### config.mk
export PLATFORM = sky130hd
export DESIGN_NAME = rrf_alloc
export DESIGN_NICKNAME = d
export VERILOG_FILES = /design/src/rtl/rrf_alloc.sv
export SDC_FILE = /design/constraint.sdc
export NUM_CORES = 1
export LEC_CHECK = 0
export CORE_UTILIZATION = 64
export CTS_BUF_LIST = sky130_fd_sc_hd__clkbuf_2
export CTS_CLUSTER_DIAMETER = 150
export DETAILED_ROUTE_END_ITERATION = 8
export MAX_ROUTING_LAYER = met4
export PLACE_DENSITY = 0.89
export SLEW_MARGIN = 20
export SYNTH_ARGS = -nofsm -noshare
export SYNTH_HDL_FRONTEND = slang
export SYNTH_SLANG_ARGS = --single-unit
### constraint.sdc
create_clock -name clk -period 9.25 [get_ports clk]
set_input_delay 2.3125 -clock clk [delete_from_list [all_inputs] [get_ports clk]]
set_output_delay 2.3125 -clock clk [all_outputs]
set_load 0.02 [all_outputs]
### src/rtl/rrf_alloc.sv
// rrf_alloc: rename-register / ROB tag allocator on the dispatch side.
//
// Owns the dispatch pointer and the free-entry count. Up to two tags are
// granted per cycle, combinationally on the request. Entries are reclaimed as
// the ROB reports commits. A misprediction rolls the dispatch pointer back to
// just past the mispredicted branch and rebuilds the free count and busy map
// from the ROB commit pointer.
//
// Ports
//   clk             clock, all state on the rising edge
//   reset           asynchronous, active-high
//   req1, req2      dispatch slot requests (req2 only counts together with req1)
//   stall_dp        dispatch must hold this cycle
//   dp1, dp2        per-slot grants (all-or-nothing)
//   dp1_addr        tag for slot 1 (= dispatchptr)
//   dp2_addr        tag for slot 2 (= dispatchptr + 1, wrapping)
//   dispatchptr     next tag to allocate (registered)
//   rrf_freenum     free entries, 0..RRF_NUM (registered)
//   comnum          entries committed this cycle (0..2)
//   comptr          ROB commit pointer (oldest live tag)
//   prmiss          misprediction recovery this cycle
//   prmiss_tag      tag of the mispredicted branch
//   busy            bit i set while tag i is allocated and uncommitted
//   err_overcommit  sticky; a commit exceeded the live count
module rrf_alloc #(
   parameter int unsigned RRF_NUM = 64,
   parameter int unsigned RRF_SEL = 6
) (
   input  logic               clk,
   input  logic               reset,
   input  logic               req1,
   input  logic               req2,
   output logic               stall_dp,
   output logic               dp1,
   output logic               dp2,
   output logic [RRF_SEL-1:0] dp1_addr,
   output logic [RRF_SEL-1:0] dp2_addr,
   output logic [RRF_SEL-1:0] dispatchptr,
   output logic [RRF_SEL:0]   rrf_freenum,
   input  logic [1:0]         comnum,
   input  logic [RRF_SEL-1:0] comptr,
   input  logic               prmiss,
   input  logic [RRF_SEL-1:0] prmiss_tag,
   output logic [RRF_NUM-1:0] busy,
   output logic               err_overcommit
);

   localparam logic [RRF_SEL:0]   FullCount = (RRF_SEL+1)'(RRF_NUM);
   localparam logic [RRF_SEL+1:0] FullWide  = (RRF_SEL+2)'(RRF_NUM);

   // ------------------------------------------------------------------------
   // State
   // ------------------------------------------------------------------------
   logic [RRF_SEL-1:0] dispatchptr_q, dispatchptr_d;
   logic [RRF_SEL:0]   freenum_q, freenum_d;
   logic [RRF_NUM-1:0] busy_q, busy_d;
   logic               err_q, err_d;

   always_ff @(posedge clk or posedge reset) begin
      if (reset) begin
         dispatchptr_q <= '0;
         freenum_q     <= FullCount;
         busy_q        <= '0;
         err_q         <= 1'b0;
      end else begin
         dispatchptr_q <= dispatchptr_d;
         freenum_q     <= freenum_d;
         busy_q        <= busy_d;
         err_q         <= err_d;
      end
   end

   assign dispatchptr    = dispatchptr_q;
   assign rrf_freenum    = freenum_q;
   assign busy           = busy_q;
   assign err_overcommit = err_q;

   // ------------------------------------------------------------------------
   // Grant logic
   // ------------------------------------------------------------------------
   logic [1:0] need;
   logic [1:0] grants;

   // A lone req2 contributes nothing to the demand and is never granted.
   assign need     = {1'b0, req1} + {1'b0, req1 & req2};
   // Frees from this cycle's commits are deliberately not visible here.
   assign stall_dp = prmiss | (freenum_q < (RRF_SEL+1)'(need));
   assign dp1      = req1 & ~stall_dp;
   assign dp2      = req1 & req2 & ~stall_dp;
   assign grants   = {1'b0, dp1} + {1'b0, dp2};

   assign dp1_addr = dispatchptr_q;
   assign dp2_addr = dispatchptr_q + RRF_SEL'(1);

   // ------------------------------------------------------------------------
   // Free count
   // ------------------------------------------------------------------------
   // One extra bit so that freenum + comnum beyond RRF_NUM is observable.
   logic [RRF_SEL+1:0] avail;
   logic [RRF_SEL+1:0] avail_sat;
   logic               overcommit;
   logic [RRF_SEL-1:0] live_m1;
   logic [RRF_SEL:0]   live;

   assign avail      = {1'b0, freenum_q} + (RRF_SEL+2)'(comnum);
   assign overcommit = ~prmiss & (avail > FullWide);
   assign avail_sat  = overcommit ? FullWide : avail;

   // Live window after recovery is comptr..prmiss_tag inclusive, size 1..RRF_NUM.
   assign live_m1 = prmiss_tag - comptr;
   assign live    = (RRF_SEL+1)'(live_m1) + (RRF_SEL+1)'(1);

   // ------------------------------------------------------------------------
   // Per-tag masks
   // ------------------------------------------------------------------------
   logic [RRF_NUM-1:0] commit_mask;
   logic [RRF_NUM-1:0] live_mask;
   logic [RRF_NUM-1:0] grant_mask;

   for (genvar g = 0; g < RRF_NUM; g++) begin : g_tag
      logic [RRF_SEL-1:0] off;

      // Distance of this tag from the commit pointer, modulo RRF_NUM.
      assign off            = RRF_SEL'(g) - comptr;
      assign commit_mask[g] = {1'b0, off} < (RRF_SEL+1)'(comnum);
      assign live_mask[g]   = off <= live_m1;
      assign grant_mask[g]  = (dp1 & (dp1_addr == RRF_SEL'(g))) |
                              (dp2 & (dp2_addr == RRF_SEL'(g)));
   end

   // ------------------------------------------------------------------------
   // Next state
   // ------------------------------------------------------------------------
   always_comb begin
      dispatchptr_d = dispatchptr_q;
      freenum_d     = freenum_q;
      busy_d        = busy_q;
      err_d         = err_q | overcommit;

      if (prmiss) begin
         // The ROB holds comptr during recovery, so comnum is ignored.
         dispatchptr_d = prmiss_tag + RRF_SEL'(1);
         freenum_d     = FullCount - live;
         busy_d        = live_mask;
      end else begin
         dispatchptr_d = dispatchptr_q + RRF_SEL'(grants);
         // The stall guarantees avail_sat >= grants, so this cannot underflow.
         freenum_d     = avail_sat[RRF_SEL:0] - (RRF_SEL+1)'(grants);
         busy_d        = (busy_q & ~commit_mask) | grant_mask;
      end
   end

   // ------------------------------------------------------------------------
   // Invariants
   // ------------------------------------------------------------------------
   a_pair_not_split : assert property (@(posedge clk) disable iff (reset)
      dp2 |-> dp1);

   a_count_in_range : assert property (@(posedge clk) disable iff (reset)
      freenum_q <= FullCount);

   a_grant_covered : assert property (@(posedge clk) disable iff (reset)
      (freenum_q >= (RRF_SEL+1)'(grants)));

   // Busy map and free count describe the same window unless commits overran it.
   a_busy_matches_count : assert property (@(posedge clk) disable iff (reset || err_q)
      ($countones(busy_q) == int'(FullCount - freenum_q)));

endmodule

Yosys cells after proc, flatten, opt, wreduce, memory -nomap -nowiden:

Index checks and enable logic that the tools add are counted.

* add/subtract/negate cells: 74
* $mul: 0
* div/mod/pow operators: 0
* order comparisons: 130
* equality and inequality tests: 126
* shift operators: 0
* multiplexer cells: 4
* bitwise logic cells: 203
* reduce and logical (&&, ||, !) cells: 2

Operators with widths (count)
* $eq 6x6->1 const B: 64
* $le 6x6->1: 64
* $lt 6x2->1: 64
* $eq 6x5->1 const B: 32
* $sub 6x6->6 const A: 32
* $and 1x1->1: 132
* $eq 6x4->1 const B: 16
* $sub 5x6->6 const A: 16
* $or 1x1->1: 66
* $and 64x64->64: 1
* $mux 64: 1
* $not 64->64: 1
* $or 64x64->64: 1
* $eq 6x3->1 const B: 8
* $sub 4x6->6 const A: 8
* $eq 6x2->1 const B: 4
* $sub 3x6->6 const A: 4
* $mux 7: 2
* $add 6x1->6 const B: 2
* $eq 6x1->1 const B: 2
* $logic_not 6->1: 2
* $sub 1x6->6 const A: 2
* $sub 2x6->6 const A: 2
* $add 7x2->8: 1
* other kinds (10): 12

* bits in registers: 78
* latch bits: 0
* memory bits (writable): 0
* ROM bits: 0
* input bits: 19
* output and inout port bits: 93
* word-level logic and storage cells: 543
* memories: 0

Logic depth before layout (Yosys ltp):

Gate-level depths: netlist of the first run.

* depth in word-level cells: 10
* mapped depth: 14
* depth with buffers taken out: 14

Least setup slack after synthesis of the first run:

OpenSTA, ideal clock, no wires.

* kind: in2reg
* start: in comptr[3]
* end: reg busy_q[37] (netlist: busy[37])
* setup time: 125 ps
* data arrival time: 7321 ps
* data required time: 9125 ps
* setup slack: 1804 ps
* stages on the path: 9
* path buffers: 1
* path through: buf_2 -> inv_1 -> ha_1 -> a21o_1 -> a21oi_1 -> xnor2_1 -> ha_1 -> a21o_1 -> mux2_2

* cells in the longest elaborated chain, start to end: 6
* elaborated cells on any way between the ends: 8
* classes of those cells: add/sub: 2; order compare: 2; mux: 1; bitwise: 3

RTL lines
* from (decl): RTL line 41 `input logic [RRF_SEL-1:0] comptr,`
* $sub 6x6->6: RTL line 124 `assign off = RRF_SEL'(g) - comptr;`
* $lt 6x2->1: RTL line 125 `assign commit_mask[g] = {1'b0, off} < (RRF_SEL+1)'(comnum);`
* $not 64->64: RTL line 149 `busy_d = (busy_q & ~commit_mask) | grant_mask;`
* $and 64x64->64: RTL line 149
* $or 64x64->64: RTL line 149
* $mux 64 (*): RTL line 140 `if (prmiss) begin`
* via busy_d[37]: RTL line 56 `logic [RRF_NUM-1:0] busy_q, busy_d;`
* to (signal assigned): RTL line 68 `busy_q <= busy_d;`
* to (decl): RTL line 56

Mark *: on every way through the listed nets, which the timed path passes. The rest lies on a longest branch.

Worst setup path in the final report of the first run:

* start: in req2
* end: out dp2

* cells in the longest elaborated chain, start to end: 6

RTL lines
* from (decl): RTL line 32 `input logic req2,`
* $and 1x1->1 (*): RTL line 85, 89
* $add 1x1->2: RTL line 85 `assign need = {1'b0, req1} + {1'b0, req1 & req2};`
* $lt 7x2->1: RTL line 87 `assign stall_dp = prmiss | (freenum_q < (RRF_SEL+1)'(need));`
* $or 1x1->1: RTL line 87
* $not 1->1: RTL line 89 `assign dp2 = req1 & req2 & ~stall_dp;`
* $and 1x1->1 (*): RTL line 89
* to (decl): RTL line 35 `output logic dp2,`

Every way passes the cells marked *; elsewhere a longest branch is shown, timed or not.

==> results of run 1 <==
registers in the layout, summed over array words and instances, names as in the netlist:
| name | cells |
|---|---|
| err_overcommit | 1 |
| dispatchptr | 6 |
| busy | 64 |
| rrf_freenum | 7 |
final cells by class:
type	count	area, sq um	area share, %
Multi-Input combinational cell	997	7400	65.9
Sequential cell	78	1950	17.4
Timing Repair Buffer	121	1190	10.6
Inverter	97	365	3.25
Tap cell	188	235	2.10
Clock buffer	10	50.0	0.446
Clock inverter	6	28.8	0.256
Antenna cell	1	2.50	0.0223
metal layers:
layer | track usage (%) | share of wire, % | vias to the layer above | wire (um)
li1 | - | - | 4618 | -
met1 | 52.3 | 40 | 4679 | 12500
met2 | 66.0 | 45 | 630 | 14200
met3 | 5.86 | 10 | 144 | 3160
met4 | 21.8 | 5.1 | 0 | 1610
met5 | - | 0 | - | 0
through the flow:
stage / utilization [%] / power [W]
floorplan: - / 0.00150
global placement: 73.6 / 0.00196
detailed placement: 73.6 / 0.00201
CTS: 74.1 / 0.00218
global route: 74.1 / 0.00236
finish: 74.1 / 0.00220
power by group through the flow:
stage	Clock [W]	Combinational (W)	Sequential [W]
after floorplan	0	0.000844	0.000651
after global placement	0	0.00141	0.000549
after detailed placement	0	0.00146	0.000551
after CTS	0.000166	0.00147	0.000543
after global routing	0.000180	0.00162	0.000557
final	0.000167	0.00149	0.000545
how the worst max path moves through the flow:
stage | cells past startpoint | to
finish | 8 | dp2
CTS | 8 | dp2
floorplan | 9 | busy[37]
global route | 8 | dp2
detailed placement | 8 | dp2
global placement | 8 | dp2
cells in the mapped netlist (12+ instances only):
cell type	instances
a211oi_1	17
a21o_1	69
a21oi_1	129
a31oi_1	12
and4_1	28
clkbuf_1	25
dfrtp_1	77
ha_1	176
inv_1	94
nand2_1	144
nand2b_1	14
nand3_1	27
nor2_1	28
nor2b_1	16
o211ai_1	19
o21ai_0	75
o221ai_1	14
o22a_1	30
o22ai_1	14
xnor2_1	60
logic make-up (layout without fill, tap and decap cells):
family                     count (synthesis)  count (layout)  share of synthesized area (%)
xor gates and xnor gates                  74              74                           6.88
buffers and inverters                    142             234                           5.80
adders and majority gates                181             181                           23.2
AOI/OAI and AO/OA                        426             426                           27.9
muxes                                      2               2                          0.227
other                                      0               1                              0
and+or+nand+nor                          314             314                           16.3
DFF                                       78              78                           19.7
worst max-delay path: cells and delay by family:
family          cells  cell delay [ps]
buf+inv             3             1320
simple gates        2              230
fa+ha+maj           1              300
compound gates      2              440
==> flow_metrics.env, run 1 <==
export IMPL_final_antenna_net_count=0
export IMPL_cts_root_buf="clkbuf_2"
export IMPL_slew_headroom_pct=13.4
export IMPL_grt_pass1_vias=9760
export IMPL_p_comb_share_pct=67.7
export IMPL_start_kind="input port"
export IMPL_rrSetupSlack_ps=5260
export IMPL_end_kind="output port"
export IMPL_start_util_pct=65.4
export IMPL_fin_crit_ps=6910
export IMPL_power_frac_clock_pct=7.6
export IMPL_gp_congestion=1.01
export IMPL_worst_hold_slack_ps=498
export IMPL_synth_area_per_cell_sq_um=8.14
export IMPL_crit_top_cell="clkdlybuf4s50_1"
export IMPL_vias_per_cell=6.72
export IMPL_cts_repair_resized=0
export IMPL_dp_slack_ps=2370
export IMPL_worstMarginPinSlew_ps=1290
export IMPL_async_flop_share_pct=100
export IMPL_drv_cap=0
export IMPL_setup_violations=0
export IMPL_std_cell_rows=45
export IMPL_layout_commonest_cell="ha_1"
export IMPL_max_stage_delay_ps=630
export IMPL_synth_seq_area_share_pct=19.7
export IMPL_seq_power_share_pct=24.8
export IMPL_hold_violations=0
export IMPL_vias=10071
export IMPL_dpl_cell_area_sq_mm=0.0111
export IMPL_syn_area_sq_mm=0.00991
export IMPL_dpl_cell_count=1481
export IMPL_synth_area_top_cells="ha_1 (22%), dfrtp_1 (19%), a21oi_1 (6.5%)"
export IMPL_clockBufferDepth=2
export IMPL_fmaxAchievable_mhz=145
export IMPL_ctsHtreeMaxLevel=3
export IMPL_crit_type="in -> out"
export IMPL_die_w_um=126
export IMPL_reg2reg_depth=14
export IMPL_synthCells=1217
export IMPL_track_usage_pct=41.8
export IMPL_post_cts_buffers=0
export IMPL_yosysWarnings=0
export IMPL_wl_per_cell_um=21.0
export IMPL_holdPathEnd="err_overcommit"
export IMPL_antenna_found_initial=1
export IMPL_reg2reg_to="rrf_freenum[5]"
export IMPL_wirelength_um=31500
export IMPL_slew_viol_final=0
export IMPL_grt_pass1_wl_um=50500
export IMPL_drt_iter0_markers=1005
export IMPL_hold_start="err_overcommit"
export IMPL_syn_num_nets=1417
export IMPL_drc=0
export IMPL_grt_max_degree=79
export IMPL_arrival_ps=4590
export IMPL_cts_made_buffers=9
export IMPL_period_share_pct=74.7
export IMPL_setup_tns_ps=0
export IMPL_p_sw_share_pct=48.8
export IMPL_synth_top_area_share_pct=22.2
export IMPL_dieArea_sq_mm=0.0160
export IMPL_ir_drop_v=0.000133
export IMPL_die_height_um=126
export IMPL_hold_path_cell_count=1
export IMPL_final_area_sq_mm=0.0112
export IMPL_port_buffers=111
export IMPL_p_sw_w=0.00108
export IMPL_syn2layout_area_growth_pct=13.3
export IMPL_fillCellCount=1182
export IMPL_synth_seq_cells=78
export IMPL_synth_main_ff_cell="dfrtp_1"
export IMPL_clkTransAtPathRegs_ps=220
export IMPL_fin_nets=1504
export IMPL_yosys_area_top_type="ha_1"
export IMPL_synth_edf_count=0
export IMPL_dr_pass1_iters=6
export IMPL_crit_chain="clkdlybuf4s50_1, nand2_1, ha_1, o21ai_1, a41oi_4, nand2_2, inv_1, clkdlybuf4s50_1"
export IMPL_p_int_w=0.00113
export IMPL_p_leak_nw=5.06
export IMPL_cellPowerDensity_mw_per_mm2=196
export IMPL_pin_count=112
export IMPL_cts_sinks=78
export IMPL_hpwl_um=22900
export IMPL_required_ps=6940
export IMPL_setup_ws_ps=2340
export IMPL_layout_drive_gt1_share_pct=3.90
export IMPL_slowest_stage="clkdlybuf4s50_1"
export IMPL_fin_cells=1498
export IMPL_startpoint="req2"
export IMPL_ys_types=70
export IMPL_grt_overflow_total=0
export IMPL_cts_tree="yes"
export IMPL_finalClockSkew_ps=29.6
export IMPL_r2r_start="rrf_freenum[0]"
export IMPL_cp_max_fo=8
export IMPL_clk_latency_ps=650
export IMPL_status="finished clean"
export IMPL_final_cell_mix="ha_1 (176), nand2_1 (144), a21oi_1 (129), clkdlybuf4s50_1 (110), inv_1 (93)"
export IMPL_rsz0062_at_grt="false"
export IMPL_core_area_sq_mm=0.0151
export IMPL_hp_class="reg -> reg"
export IMPL_cts_hold_buf=0
(Power assumes the default switching activity.)
==> run 2, diff against run 1 <==
--- a/config.mk
+++ b/config.mk
@@ -5,12 +5,12 @@
 export SDC_FILE = /design/constraint.sdc
 export NUM_CORES = 1
 export LEC_CHECK = 0
-export CORE_UTILIZATION = 64
+export CORE_UTILIZATION = 60
 export CTS_BUF_LIST = sky130_fd_sc_hd__clkbuf_2
 export CTS_CLUSTER_DIAMETER = 150
 export DETAILED_ROUTE_END_ITERATION = 8
 export MAX_ROUTING_LAYER = met4
-export PLACE_DENSITY = 0.89
+export PLACE_DENSITY = 0.84
 export SLEW_MARGIN = 20
 export SYNTH_ARGS = -nofsm -noshare
 export SYNTH_HDL_FRONTEND = slang
==> constraint.sdc (replaced) <==
create_clock -name clk -period 7.25 [get_ports clk]
set_input_delay 1.8125 -clock clk [delete_from_list [all_inputs] [get_ports clk]]
set_output_delay 1.8125 -clock clk [all_outputs]
set_load 0.02 [all_outputs]
==> run 2 against run 1 <==
  * First-iteration DRC count down 9.0%
  * Routed wire length up 1.1%
  * Largest cell class unchanged
  * Non-clock buffer count up 4
  * Clock skew down 10 ps
  * Clock power up 74%
  * Critical path type unchanged
  * Hold slack better by 16 ps
  * Sequential cell count unchanged
  * Total power up 31%
  * Register-to-register slack worse by 1900 ps
  * Cell count up 2.1%
  * Sequential share of layout area down 0.17 points
  * Sequential power up 29%
==> flow_metrics.env, run 2 (same netlist as run 1, synthesis figures left out) <==
export IMPL_vias=9984
export IMPL_setup_violations=0
export IMPL_fmaxAchievable_mhz=168
export IMPL_grt_overflow_total=0
export IMPL_wirelength_um=31800
export IMPL_std_cell_rows=46
export IMPL_ir_drop_v=0.000152
export IMPL_cts_root_buf="clkbuf_2"
export IMPL_p_comb_share_pct=65.7
export IMPL_setup_tns_ps=0
export IMPL_p_int_w=0.00151
export IMPL_cts_sinks=78
export IMPL_hp_class="reg -> reg"
export IMPL_startpoint="req2"
export IMPL_p_sw_share_pct=47.8
export IMPL_final_antenna_net_count=0
export IMPL_gp_congestion=0.978
export IMPL_finalClockSkew_ps=19.4
export IMPL_drv_cap=0
export IMPL_setup_ws_ps=1290
export IMPL_cellPowerDensity_mw_per_mm2=255
export IMPL_crit_chain="clkdlybuf4s50_1, nand2_1, ha_1, o21ai_1, a41oi_4, nand2_2, inv_1, clkdlybuf4s50_1"
export IMPL_dr_pass1_iters=6
export IMPL_die_height_um=131
export IMPL_dp_slack_ps=1320
export IMPL_drt_iter0_markers=915
export IMPL_track_usage_pct=39.8
export IMPL_largest_reg_flops=64
export IMPL_crit_buf_inv=3
export IMPL_hold_start="err_overcommit"
export IMPL_period_share_pct=82.2
export IMPL_utilization_pct=70.8
export IMPL_p_sw_w=0.00138
export IMPL_ctsHtreeMaxLevel=3
export IMPL_dieArea_sq_mm=0.0170
export IMPL_antenna_found_initial=0
export IMPL_slew_headroom_pct=16.0
export IMPL_crit_top_cell="clkdlybuf4s50_1"
export IMPL_end_kind="output port"
export IMPL_layout_drive_gt1_share_pct=4.19
export IMPL_wl_per_cell_um=20.8
export IMPL_die_w_um=131
export IMPL_hpwl_um=23000
export IMPL_max_stage_delay_ps=630
export IMPL_pin_count=112
export IMPL_required_ps=5440
export IMPL_cts_made_buffers=9
export IMPL_clkTransAtPathRegs_ps=230
export IMPL_grt_pass1_vias=9594
export IMPL_cts_repair_resized=0
export IMPL_r2r_start="rrf_freenum[0]"
export IMPL_status="finished clean"
export IMPL_core_area_sq_mm=0.0160
export IMPL_grt_pass1_wl_um=50400
export IMPL_start_util_pct=61.9
export IMPL_hold_violations=0
export IMPL_num_antenna_cells=0
export IMPL_arrival_ps=4140
export IMPL_grt_max_degree=98
export IMPL_vias_per_cell=6.53
export IMPL_p_leak_nw=5.11
export IMPL_seq_power_share_pct=24.2
export IMPL_clockBufferDepth=2
export IMPL_cp_max_fo=8
export IMPL_layout_commonest_cell="ha_1"
export IMPL_crit_family="buffers and inverters"
export IMPL_slowest_stage="clkdlybuf4s50_1"
export IMPL_cts_hold_buf=0
export IMPL_power_frac_clock_pct=10.1
export IMPL_fillCellCount=1366
export IMPL_fin_nets=1508
export IMPL_clk_latency_ps=630
export IMPL_worstMarginPinSlew_ps=1260
export IMPL_crit_type="in -> out"
export IMPL_syn2layout_area_growth_pct=14.4
export IMPL_fin_crit_ps=5960
export IMPL_final_cell_mix="ha_1 (176), nand2_1 (144), a21oi_1 (129), clkdlybuf4s50_1 (110), inv_1 (93)"
export IMPL_drc=0
export IMPL_post_cts_buffers=0
export IMPL_start_kind="input port"
export IMPL_cts_tree="yes"
export IMPL_slew_viol_final=0
export IMPL_port_buffers=111
export IMPL_rsz0062_at_grt="false"
[run 2: cell count changes in the layout (fill, tap and decap cells not counted), sizes merged]
cell	before	now
bufinv	0	2
clkinv	6	5
diode	1	0
clkinvlp	1	0
buf	11	15
[run 2: cell type report]
type	instances	area, sq um	area share (%)
clock buffer	10	50.0	0.442
clock inverter	6	76.3	0.673
inverter	97	365	3.22
multi-input combinational	997	7400	65.3
sequential	78	1950	17.2
tap	216	270	2.38
timing repair buffer	125	1220	10.7
[run 2: through the flow]
| stage | std cells | total power, W | cell area (sq um) | hold slack (ps) |
|---|---|---|---|---|
| after detailed placement | 1513 | 0.00256 | 11200 | 458 |
| after CTS | 1529 | 0.00286 | 11300 | 508 |
| after global routing | 1529 | 0.00310 | 11300 | 538 |
| after global placement | 1513 | 0.00252 | 11200 | 465 |
| after floorplan | 1217 | 0.00191 | 9910 | 582 |
| final | 1529 | 0.00289 | 11300 | 514 |
[run 2: worst paths after layout]
path | end | slack, ps | depth (start not counted)
hold reg to reg | err_overcommit | 510 | 1
hold / removal | err_overcommit | 510 | 1
max in group asynchronous | busy[1] | 5060 | 3
setup reg to reg | rrf_freenum[5] | 3370 | 14
min in group asynchronous | busy[28] | 1660 | 3
setup / recovery | dp2 | 1290 | 8
[run 2: power by group through the flow]
stage          sequential [W]  combinational (W)  clock [W]
2_1_floorplan        0.000831            0.00108          0
3_3_place_gp         0.000704            0.00182          0
3_5_place_dp         0.000706            0.00186          0
4_1_cts              0.000697            0.00187   0.000293
5_1_grt              0.000715            0.00207   0.000307
6_report             0.000701            0.00190   0.000291
[run 2: per-layer routing]
| metal | global-route usage [%] | vias up | wire length [um] |
|---|---|---|---|
| li1 | - | 4615 | - |
| met1 | 51.0 | 4696 | 13000 |
| met2 | 60.4 | 533 | 13900 |
| met3 | 6.19 | 140 | 3140 |
| met4 | 21.6 | 0 | 1850 |
| met5 | - | - | 0 |
